`config.mk`:
```
export PLATFORM = sky130hd
export DESIGN_NAME = varint_stream_ser
export DESIGN_NICKNAME = d
export VERILOG_FILES = /design/src/rtl/varint_pkg.sv /design/src/rtl/varint_shift_reg.sv /design/src/rtl/varint_stream_ser.sv
export SDC_FILE = /design/constraint.sdc
export NUM_CORES = 1
export LEC_CHECK = 0
export ABC_AREA = 1
export CAP_MARGIN = 0
export CORE_ASPECT_RATIO = 0.5
export CORE_MARGIN = 2
export CORE_UTILIZATION = 49
export CTS_BUF_LIST = sky130_fd_sc_hd__clkbuf_4
export DETAILED_ROUTE_END_ITERATION = 10
export GPL_ROUTABILITY_DRIVEN = 0
export PLACE_DENSITY = 0.73
export SLEW_MARGIN = 20
export SYNTH_ARGS = -nofsm -noshare
export SYNTH_HDL_FRONTEND = slang
export SYNTH_SLANG_ARGS = --single-unit
```
`constraint.sdc`:
```
create_clock -name clk -period 2 [get_ports clk]
set_input_delay 0.4 -clock clk [delete_from_list [all_inputs] [get_ports clk]]
set_output_delay 0.4 -clock clk [all_outputs]
set_load 0.02 [all_outputs]
```
`src/rtl/varint_pkg.sv`:
```
// Shared types, constants and helpers for the streaming varint serializer.
package varint_pkg;

    localparam logic [2:0] WIRE_VARINT = 3'd0;

    typedef enum logic [1:0] {
        IDLE,
        KEY,
        VAL
    } vs_state_e;

    function automatic int varint_max_bytes(int w);
        return (w + 6) / 7;
    endfunction

    // Zigzag at width w: sign fill replaces the arithmetic shift, result masked to w bits.
    function automatic logic [63:0] zigzag(logic [63:0] x, int w);
        logic [63:0] mask;
        logic [63:0] sign_fill;
        mask      = (w >= 64) ? '1 : ((64'd1 << w) - 64'd1);
        sign_fill = x[w-1] ? mask : 64'd0;
        return ((x << 1) ^ sign_fill) & mask;
    endfunction

endpackage

```
`src/rtl/varint_shift_reg.sv`:
```
// Working register for varint emission: presents the low 7-bit group with its
// continuation flag and drops one group per shift.
module varint_shift_reg #(
    parameter int W = 64
) (
    input  logic         clk,
    input  logic         rst_n,
    input  logic         load,
    input  logic [W-1:0] data,
    input  logic         shift,
    output logic [7:0]   cur_byte,
    output logic         is_last
);

    logic [W-1:0] r;

    always_ff @(posedge clk or negedge rst_n) begin
        if (!rst_n) begin
            r <= '0;
        end else if (load) begin
            r <= data;
        end else if (shift) begin
            r <= r >> 7;
        end
    end

    assign is_last  = ((r >> 7) == '0);
    assign cur_byte = {!is_last, r[6:0]};

endmodule

```
`src/rtl/varint_stream_ser.sv`:
```
// Streaming varint serializer: optional protobuf key, optional zigzag, one byte
// per cycle with valid/ready backpressure and a running byte counter.
module varint_stream_ser
    import varint_pkg::*;
#(
    parameter int DATA_W = 64,
    parameter int FID_W  = 29,
    parameter int CNT_W  = 16
) (
    input  logic              clk,
    input  logic              rst_n,
    input  logic              in_valid,
    output logic              in_ready,
    input  logic [DATA_W-1:0] in_data,
    input  logic              in_zigzag,
    input  logic              in_hdr_en,
    input  logic [FID_W-1:0]  in_field_id,
    output logic              out_valid,
    input  logic              out_ready,
    output logic [7:0]        out_byte,
    output logic              out_last,
    output logic [CNT_W-1:0]  byte_cnt
);

    localparam int SR_W = (DATA_W > FID_W + 3) ? DATA_W : FID_W + 3;

    vs_state_e         state;
    logic [DATA_W-1:0] val_q;
    logic [DATA_W-1:0] enc_val;
    logic [63:0]       zz_full;
    logic [SR_W-1:0]   sr_data;
    logic              accept;
    logic              out_hs;
    logic              key_done;
    logic              sr_load;
    logic              sr_shift;
    logic              sr_last;

    assign accept   = in_valid && in_ready;
    assign out_hs   = out_valid && out_ready;
    assign zz_full  = zigzag(64'(in_data), DATA_W);
    assign enc_val  = in_zigzag ? zz_full[DATA_W-1:0] : in_data;
    assign key_done = (state == KEY) && out_hs && sr_last;

    // Reloading straight from val_q on the final key handshake avoids a bubble.
    assign sr_load  = accept || key_done;
    assign sr_shift = out_hs && !key_done;
    assign sr_data  = accept ? (in_hdr_en ? SR_W'({in_field_id, WIRE_VARINT}) : SR_W'(enc_val))
                             : SR_W'(val_q);

    varint_shift_reg #(.W(SR_W)) u_shift (
        .clk      (clk),
        .rst_n    (rst_n),
        .load     (sr_load),
        .data     (sr_data),
        .shift    (sr_shift),
        .cur_byte (out_byte),
        .is_last  (sr_last)
    );

    assign out_last = (state == VAL) && sr_last;

    always_ff @(posedge clk or negedge rst_n) begin
        if (!rst_n) begin
            state     <= IDLE;
            in_ready  <= 1'b1;
            out_valid <= 1'b0;
            val_q     <= '0;
        end else begin
            case (state)
                IDLE: begin
                    if (accept) begin
                        val_q     <= enc_val;
                        state     <= in_hdr_en ? KEY : VAL;
                        in_ready  <= 1'b0;
                        out_valid <= 1'b1;
                    end
                end
                KEY: begin
                    if (key_done) begin
                        state <= VAL;
                    end
                end
                VAL: begin
                    if (out_hs && sr_last) begin
                        state     <= IDLE;
                        in_ready  <= 1'b1;
                        out_valid <= 1'b0;
                    end
                end
                default: begin
                    state     <= IDLE;
                    in_ready  <= 1'b1;
                    out_valid <= 1'b0;
                end
            endcase
        end
    end

    always_ff @(posedge clk or negedge rst_n) begin
        if (!rst_n) begin
            byte_cnt <= '0;
        end else if (out_hs) begin
            byte_cnt <= byte_cnt + 1'b1;
        end
    end

endmodule
```
After elaboration in Yosys (flattened, before gate mapping). Index checks and enable logic that the tools add are counted.

$add $sub $neg: 1. Equal/unequal tests: 5. Muxes and demuxes: 17. Bitwise operators: 2. Reductions and logical operators: 16.

Operator list (count): $mux W64 (6); $logic_not A64 Y1 (1); $xor A64 B64 Y64 (1); $add A16 B1 Y16 const B (1); $mux W2 (4); $logic_and A1 B1 Y1 (7); $pmux W1 S3 (2); $pmux W2 S3 (1); $reduce_and A3 Y1 (2); $mux W1 (4); $ne A2 B2 Y1 const B (2); $eq A2 B1 Y1 const B (1); $eq A2 B2 Y1 const B (1); $logic_not A1 Y1 (2); $logic_not A2 Y1 (1); $ne A2 B1 Y1 const B (1); $reduce_and A2 Y1 (1); $reduce_bool A2 Y1 (1); $logic_or A1 B1 Y1 (1); $not A1 Y1 (1).

Flip-flop bits (word level): 148. Input bits: 99. Output and inout port bits: 27.

Longest topological paths before layout. Gate-level depths: netlist (run 1).

Depth after elaboration: 7. Gate-level depth with buffers: 12. Mapped depth without buffers: 10.

Cells and area by module. Synthesis (run 1) repeated with hierarchy kept, for this count alone.

Cells, all modules: 1157. Area, all modules: 9316.4 um^2.

Modules (own cells, without submodules): varint_stream_ser (times used 1, cells each 792, area an instance 6160.9 um^2); varint_shift_reg (times used 1, cells each 365, area an instance 3155.5 um^2).

Worst setup path after synthesis (run 1). OpenSTA, ideal clock, no wires.

Path kind: flip-flop to output port. Start point: reg u_shift.r[53]. End point: out out_last. Arrival: 1.481 ns. Data required time: 1.600 ns. Path slack: 0.119 ns. Cell stages (with the launch flop): 8. Cell sequence: dfrtp_1 -> nor2_1 -> nand2_1 -> nor2_1 -> nand2_1 -> nor2_2 -> nand2_1 -> nor3_1.

Longest elaborated chain between the ends: 2.

RTL lines: start: declaration (RTL line varint_shift_reg.sv:15) `logic [W-1:0] r;`; start signal: assignment (RTL line varint_shift_reg.sv:21) `r <= data;`; start signal: assignment (RTL line varint_shift_reg.sv:23) `r <= r >> 7;`; $logic_not A64 Y1 (RTL line varint_shift_reg.sv:27) `assign is_last = ((r >> 7) == '0);`; $logic_and A1 B1 Y1 (RTL line varint_stream_ser.sv:61) `assign out_last = (state == VAL) && sr_last;`; end: declaration (RTL line varint_stream_ser.sv:21) `output logic out_last,`.

Every way passes these cells.

Final worst setup path (run 1).
Start point: reg u_shift.r[33]. End point: out out_last.

The elaborated chain is that of the path after synthesis.

==> results of run 1 <==
==> sequential cells by signal, indices dropped and copies added (netlist names) <==
signal     count
val_q         64
state          2
in_ready       1
u_shift.r     64
out_valid      1
byte_cnt      16
==> layer usage <==
metal	vias to the layer above	wire length (um)
met5	-	0
li1	4275	-
met1	4018	11320
met4	0	309
met2	225	12190
met3	29	1332
==> placed cells by master, fill, tap and decap left out, types with 3 or more instances in the layout <==
master / instances
nand2_1: 385
o21ai_0: 167
dfrtp_1: 147
clkdlybuf4s50_1: 95
nor2_1: 93
buf_4: 75
inv_1: 60
xnor2_1: 44
nand3b_1: 34
xor2_1: 33
nand4_1: 30
nand3_2: 27
nor3_1: 26
mux2i_1: 25
nand3_1: 24
clkbuf_4: 18
buf_12: 18
dlygate4sd2_1: 17
nand2_2: 10
buf_6: 10
nor2_2: 8
dlymetal6s2s_1: 8
clkbuf_16: 7
nor2_4: 3
a21boi_0: 3
clkinv_2: 3
clkinv_4: 3
bufinv_16: 3
==> worst min path at each step <==
stage | start | end | slack [ps] | depth (start not counted)
4_1_cts | rst_n | val_q[41] | 290 | 2
3_5_place_dp | rst_n | val_q[52] | 340 | 1
2_1_floorplan | rst_n | byte_cnt[0] | 100 | 0
6_report | rst_n | val_q[41] | 280 | 2
3_3_place_gp | rst_n | val_q[52] | 340 | 1
5_1_grt | rst_n | val_q[41] | 300 | 2
==> layout make-up <==
cell class,instances,share of cell area
timing repair buffer,233,0.2065
antenna,1,0.0002117
tap,240,0.02540
multi-input combinational,923,0.4091
clock inverter,13,0.01344
clock buffer,18,0.01143
inverter,64,0.02053
sequential,148,0.3134
==> stage by stage <==
stage | hold WS [ps] | util | power (mW) | std cells
floorplan | 104.4 | - | 3.322 | 1226
global placement | 342.4 | 0.6020 | 3.676 | 1587
detailed placement | 342.9 | 0.6020 | 3.690 | 1587
CTS | 292.2 | 0.6213 | 5.651 | 1624
global route | 302.4 | 0.6427 | 5.891 | 1639
finish | 282.0 | 0.6428 | 5.627 | 1640
==> cells by family after synthesis <==
family,Yosys count,synth area share
adders and majority gates,1,0.001358
and+or+nand+nor,648,0.3163
muxes,25,0.02717
AOI/OAI and AO/OA,171,0.09402
DFF,148,0.4023
buffers and inverters,156,0.08560
xor gates and xnor gates,77,0.07323
==> critical path, cell delays in order (launching register included) <==
cell,delay [ps]
dfrtp_1,400
nor2_1,120
nand2_1,70
nor2_1,140
nand2_1,120
nor2_4,120
nand2_2,90
nor3_2,120
buf_4,160
==> what timing repair did <==
| item | in CTS | in global routing |
|---|---|---|
| gates resized for setup | 37 | 37 |
| hold endpoints to repair | 37 | 0 |
| gates cloned | 0 | 11 |
| pin swaps | 9 | 10 |
| hold buffers | 1 | 0 |
| endpoints found under the setup margin | 19 | 78 |
| buffers inserted | 5 | 9 |
==> report_power, final <==
| group | switching (mW) | internal [mW] | leakage [nW] |
|---|---|---|---|
| clock | 1.13 | 0.870 | 0.156 |
| sequential | 0 | 2.99 | 1.98 |
| combinational | 0.311 | 0.328 | 3.64 |
| total | 1.44 | 4.19 | 5.77 |
==> impl_metrics.ini, run 1 <==
[routing]
drc = 0
ant_nets = 0
first_iter_violations = 838
wl_per_cell_um = 15.33
drt-total-wl_um = 25150
num_vias = 8547
dr.pass1.iters = 7
viasPerCell = 5.212

[global_route]
antenna_found_initial = 0
overflow = 0
top_usage_layer = met2
grt_util_met1 = 0.3275
grt_pass1_wl_um = 39740
grt_pass1_vias = 8081
grt_max_degree = 91
grt_usage = 0.2503
met3_usage = 0.04316
use_met2 = 0.4401

[timing]
timing.final.ws_setup_ps = -311.3
rsz0062_at_grt = yes
fin_crit_ps = 2311
tightest_slew_ps = 519.8
finalCritPeriodShare = 1.156
finalHoldViolCount = 0
maxSlewHeadroom = 0.6535
fmax_mhz = 432.7
fin_skew_ps = 26.30
maxSlewViolCount = 0
setup_viol = 66
fin_setup_tns_ps = -13420

[setup_path]
setup.worst_path.start = u_shift.r[33]
start_kind = flip-flop
crit_path_max_fanout = 2
r2r_start = u_shift.r[53]
end_kind = primary output
crit_arrival_ps = 1910
regToRegSetupSlack_ps = -260
critical_path_class = reg2out
reg2reg_to = u_shift.r[39]
r2r_cells = 16
required_ps = 1600
endpoint = out_last

[yosys]
ys_warn_count = 0
ys.flop_type = dfrtp_1
synth_top_cell_area_share = 0.3995
avgSynthCellArea_um2 = 7.511
synth_common_cells = nand2_1 (393), o21ai_0 (167), dfrtp_1 (147)
synth_edf_count = 0
yosys.area.top_type = dfrtp_1
async_reset_ff_frac = 1.000
ys_seq_area_frac = 0.4023
synth.distinct_cells = 31
syn_nets = 1326
netlist_top_cells_area = dfrtp_1 (40%), nand2_1 (16%), o21ai_0 (9.1%)
ys_seq_elements = 148
syn_area_um2 = 9209
yosysMostFrequentCell = nand2_1
syn-instance-count = 1226

[cells_and_area]
final_nets = 1487
drive_gt1_frac = 0.1444
seq_area_um2 = 3705
fillers = 1590
multi_input_area_um2 = 4837
area_delta_synth_final_pct = 28.38
final_area_um2 = 11820

[place]
place_area_um2 = 11070
io_buffers = 125
preCtsSetupSlack_ps = -218.8
hpwl_um = 16990

[clock_tree]
cts_buffers = 17
root_buffer = clkbuf_4
cts_buffer_depth = 2
clkTransAtPathRegs_ps = 140
cts_tree = built
clock_sinks = 148
htree_levels = 4
clk_latency_ps = 580

[floorplanning]
fp.dieH_um = 100.9
die-area_um2 = 19970
initial_core_util = 0.5007
die_x_um = 197.9
ios = 126
rows = 35
core_um2 = 18390

[outcome]
violations = setup timing
status = finished, violations left

[flow_run]
maxCapViolCount = 0

[power_and_ir_drop]
p_leak_nw = 5.772
vdd_ir_drop_max_v = 0.0004074
powerDensity_nw_per_um2 = 476.0

[hold_path]
hold_class = in2async
Power figures use the tool's default switching activity.
==> inputs of run 2 (changes only) <==
DONT_BUFFER_PORTS = 1   (was unset)
PLACE_DENSITY = unset   (was 0.73)
==> impl_metrics.ini, run 2 (same netlist as run 1, synthesis figures left out) <==
[clock_tree]
clock_sinks = 148
clk_latency_ps = 570
htree_levels = 4
root_buffer = clkbuf_4
cts_tree = built
cts_buffer_depth = 2
holdBufCountCts = 1
clkTransAtPathRegs_ps = 130
cts_buffers = 17

[power_and_ir_drop]
vdd_ir_drop_max_v = 0.0003627
p_leak_nw = 4.670
powerDensity_nw_per_um2 = 525.5

[cells_and_area]
drive_gt1_frac = 0.1073
seq_area_um2 = 3706
top_regs = u_shift.r: 64 flops, val_q: 64 flops, byte_cnt: 16 flops
area_delta_synth_final_pct = 8.560
multi_input_area_um2 = 4810
final_util = 0.5435
final_nets = 1308
fin_cells = 1461
final_cell_mix = nand2_1 (389), o21ai_0 (167), dfrtp_1 (146)
final_area_um2 = 9997
num_antenna_cells = 0
mostFrequentLayoutCell = nand2_1
fillers = 1785

[floorplanning]
fp.dieH_um = 100.9
die_x_um = 197.9
ios = 126
die-area_um2 = 19970
rows = 35
core_um2 = 18390
initial_core_util = 0.5007

[timing]
fin_crit_ps = 2287
finalHoldViolCount = 148
setup_viol = 15
maxSlewViolCount = 0
fmax_mhz = 437.3
fin_skew_ps = 19.84
maxSlewHeadroom = 0.5776
timing.final.ws_setup_ps = -286.9
tightest_slew_ps = 633.6
holdWs_ps = -499.9
finalCritPeriodShare = 1.143
rsz0062_at_grt = yes

[place]
preCtsSetupSlack_ps = 171.1
place_area_um2 = 9199
io_buffers = 0
hpwl_um = 15320
place_inst = 1395

[routing]
viasPerCell = 5.383
ant_nets = 0
wl_met3_um = 1358
met2WireLength_um = 11430
wl_met1_um = 11450
drc = 0
wl_per_cell_um = 16.80
num_vias = 7865
drt-total-wl_um = 24550
first_iter_violations = 588
dr.pass1.iters = 5
top_layer_used = met4

[setup_path]
required_ps = 1600
end_kind = primary output
crit_arrival_ps = 1890
critical_path_class = reg2out
crit_path_max_fanout = 3
start_kind = flip-flop

[hold_path]
hold_class = in2async

[global_route]
antenna_found_initial = 0
grt_pass1_vias = 7308
overflow = 0
grt_max_degree = 149
grt_pass1_wl_um = 37840
grt_usage = 0.2428

[outcome]
status = finished, violations left
violations = hold timing, setup timing

[flow_run]
maxCapViolCount = 0
==> run 2: cell types whose count changed in the layout (fill, tap and decap cells not counted), sizes merged <==
cell | before | now
buf | 105 | 46
clkbuf | 25 | 23
clkdlybuf4s50 | 95 | 0
clkinv | 8 | 10
clkinvlp | 2 | 5
diode | 1 | 0
dlygate4sd2 | 17 | 0
dlymetal6s2s | 8 | 0
inv | 64 | 62
==> run 2: worst paths after layout <==
path,start,to,slack [ps],cells after the start
hold / removal,rst_n,val_q[20],-500,0
hold reg to reg,val_q[57],val_q[57],500,2
min in group clk,in_zigzag,val_q[53],60,3
max in group asynchronous,rst_n,in_ready,2220,0
setup reg to reg,u_shift.r[53],u_shift.r[20],-70,13
setup / recovery,u_shift.r[14],out_last,-290,8
==> run 2: layer usage <==
layer | vias up | GRT usage
met3 | 24 | 0.04483
li1 | 3905 | -
met5 | - | 0
met2 | 207 | 0.4025
met1 | 3729 | 0.3275
met4 | 0 | 0.07056
==> run 2: final cells by class <==
type                       instances  area share
sequential                       148      0.3707
tap                              240     0.03004
inverter                          64     0.02441
multi-input combinational        923      0.4811
clock inverter                    13     0.01402
clock buffer                      19     0.01427
timing repair inverter             3    0.002253
timing repair buffer              51     0.06320
==> run 2: timing repair <==
action | in CTS | in global routing
setup endpoints to repair | 2 | 69
cloned | 0 | 11
setup buffers | 9 | 16
gates resized for setup | 7 | 29
pin swaps | 3 | 12
endpoints found under the hold margin | 149 | 148
==> run 2: critical path, stage by stage, from the launching register on <==
cell     delay [ps]
dfrtp_1         440
nor2_1          110
nand2_1          60
nor2_1          120
nand2_1          90
nor2_2          160
nand2_2          80
nor3_2          100
buf_4           160
==> run 2: power breakdown <==
group | internal, mW | switching (mW)
clock network | 0.868 | 1.12
registers | 2.99 | 0
logic | 0.136 | 0.138
total | 4.00 | 1.26
==> run 2: through the flow <==
stage               power (mW)  TNS, ps
detailed placement       3.323        0
finish                   5.253   -901.9
floorplan                3.322        0
CTS                      5.322    -6594
global route             5.485    -6820
global placement         3.317        0
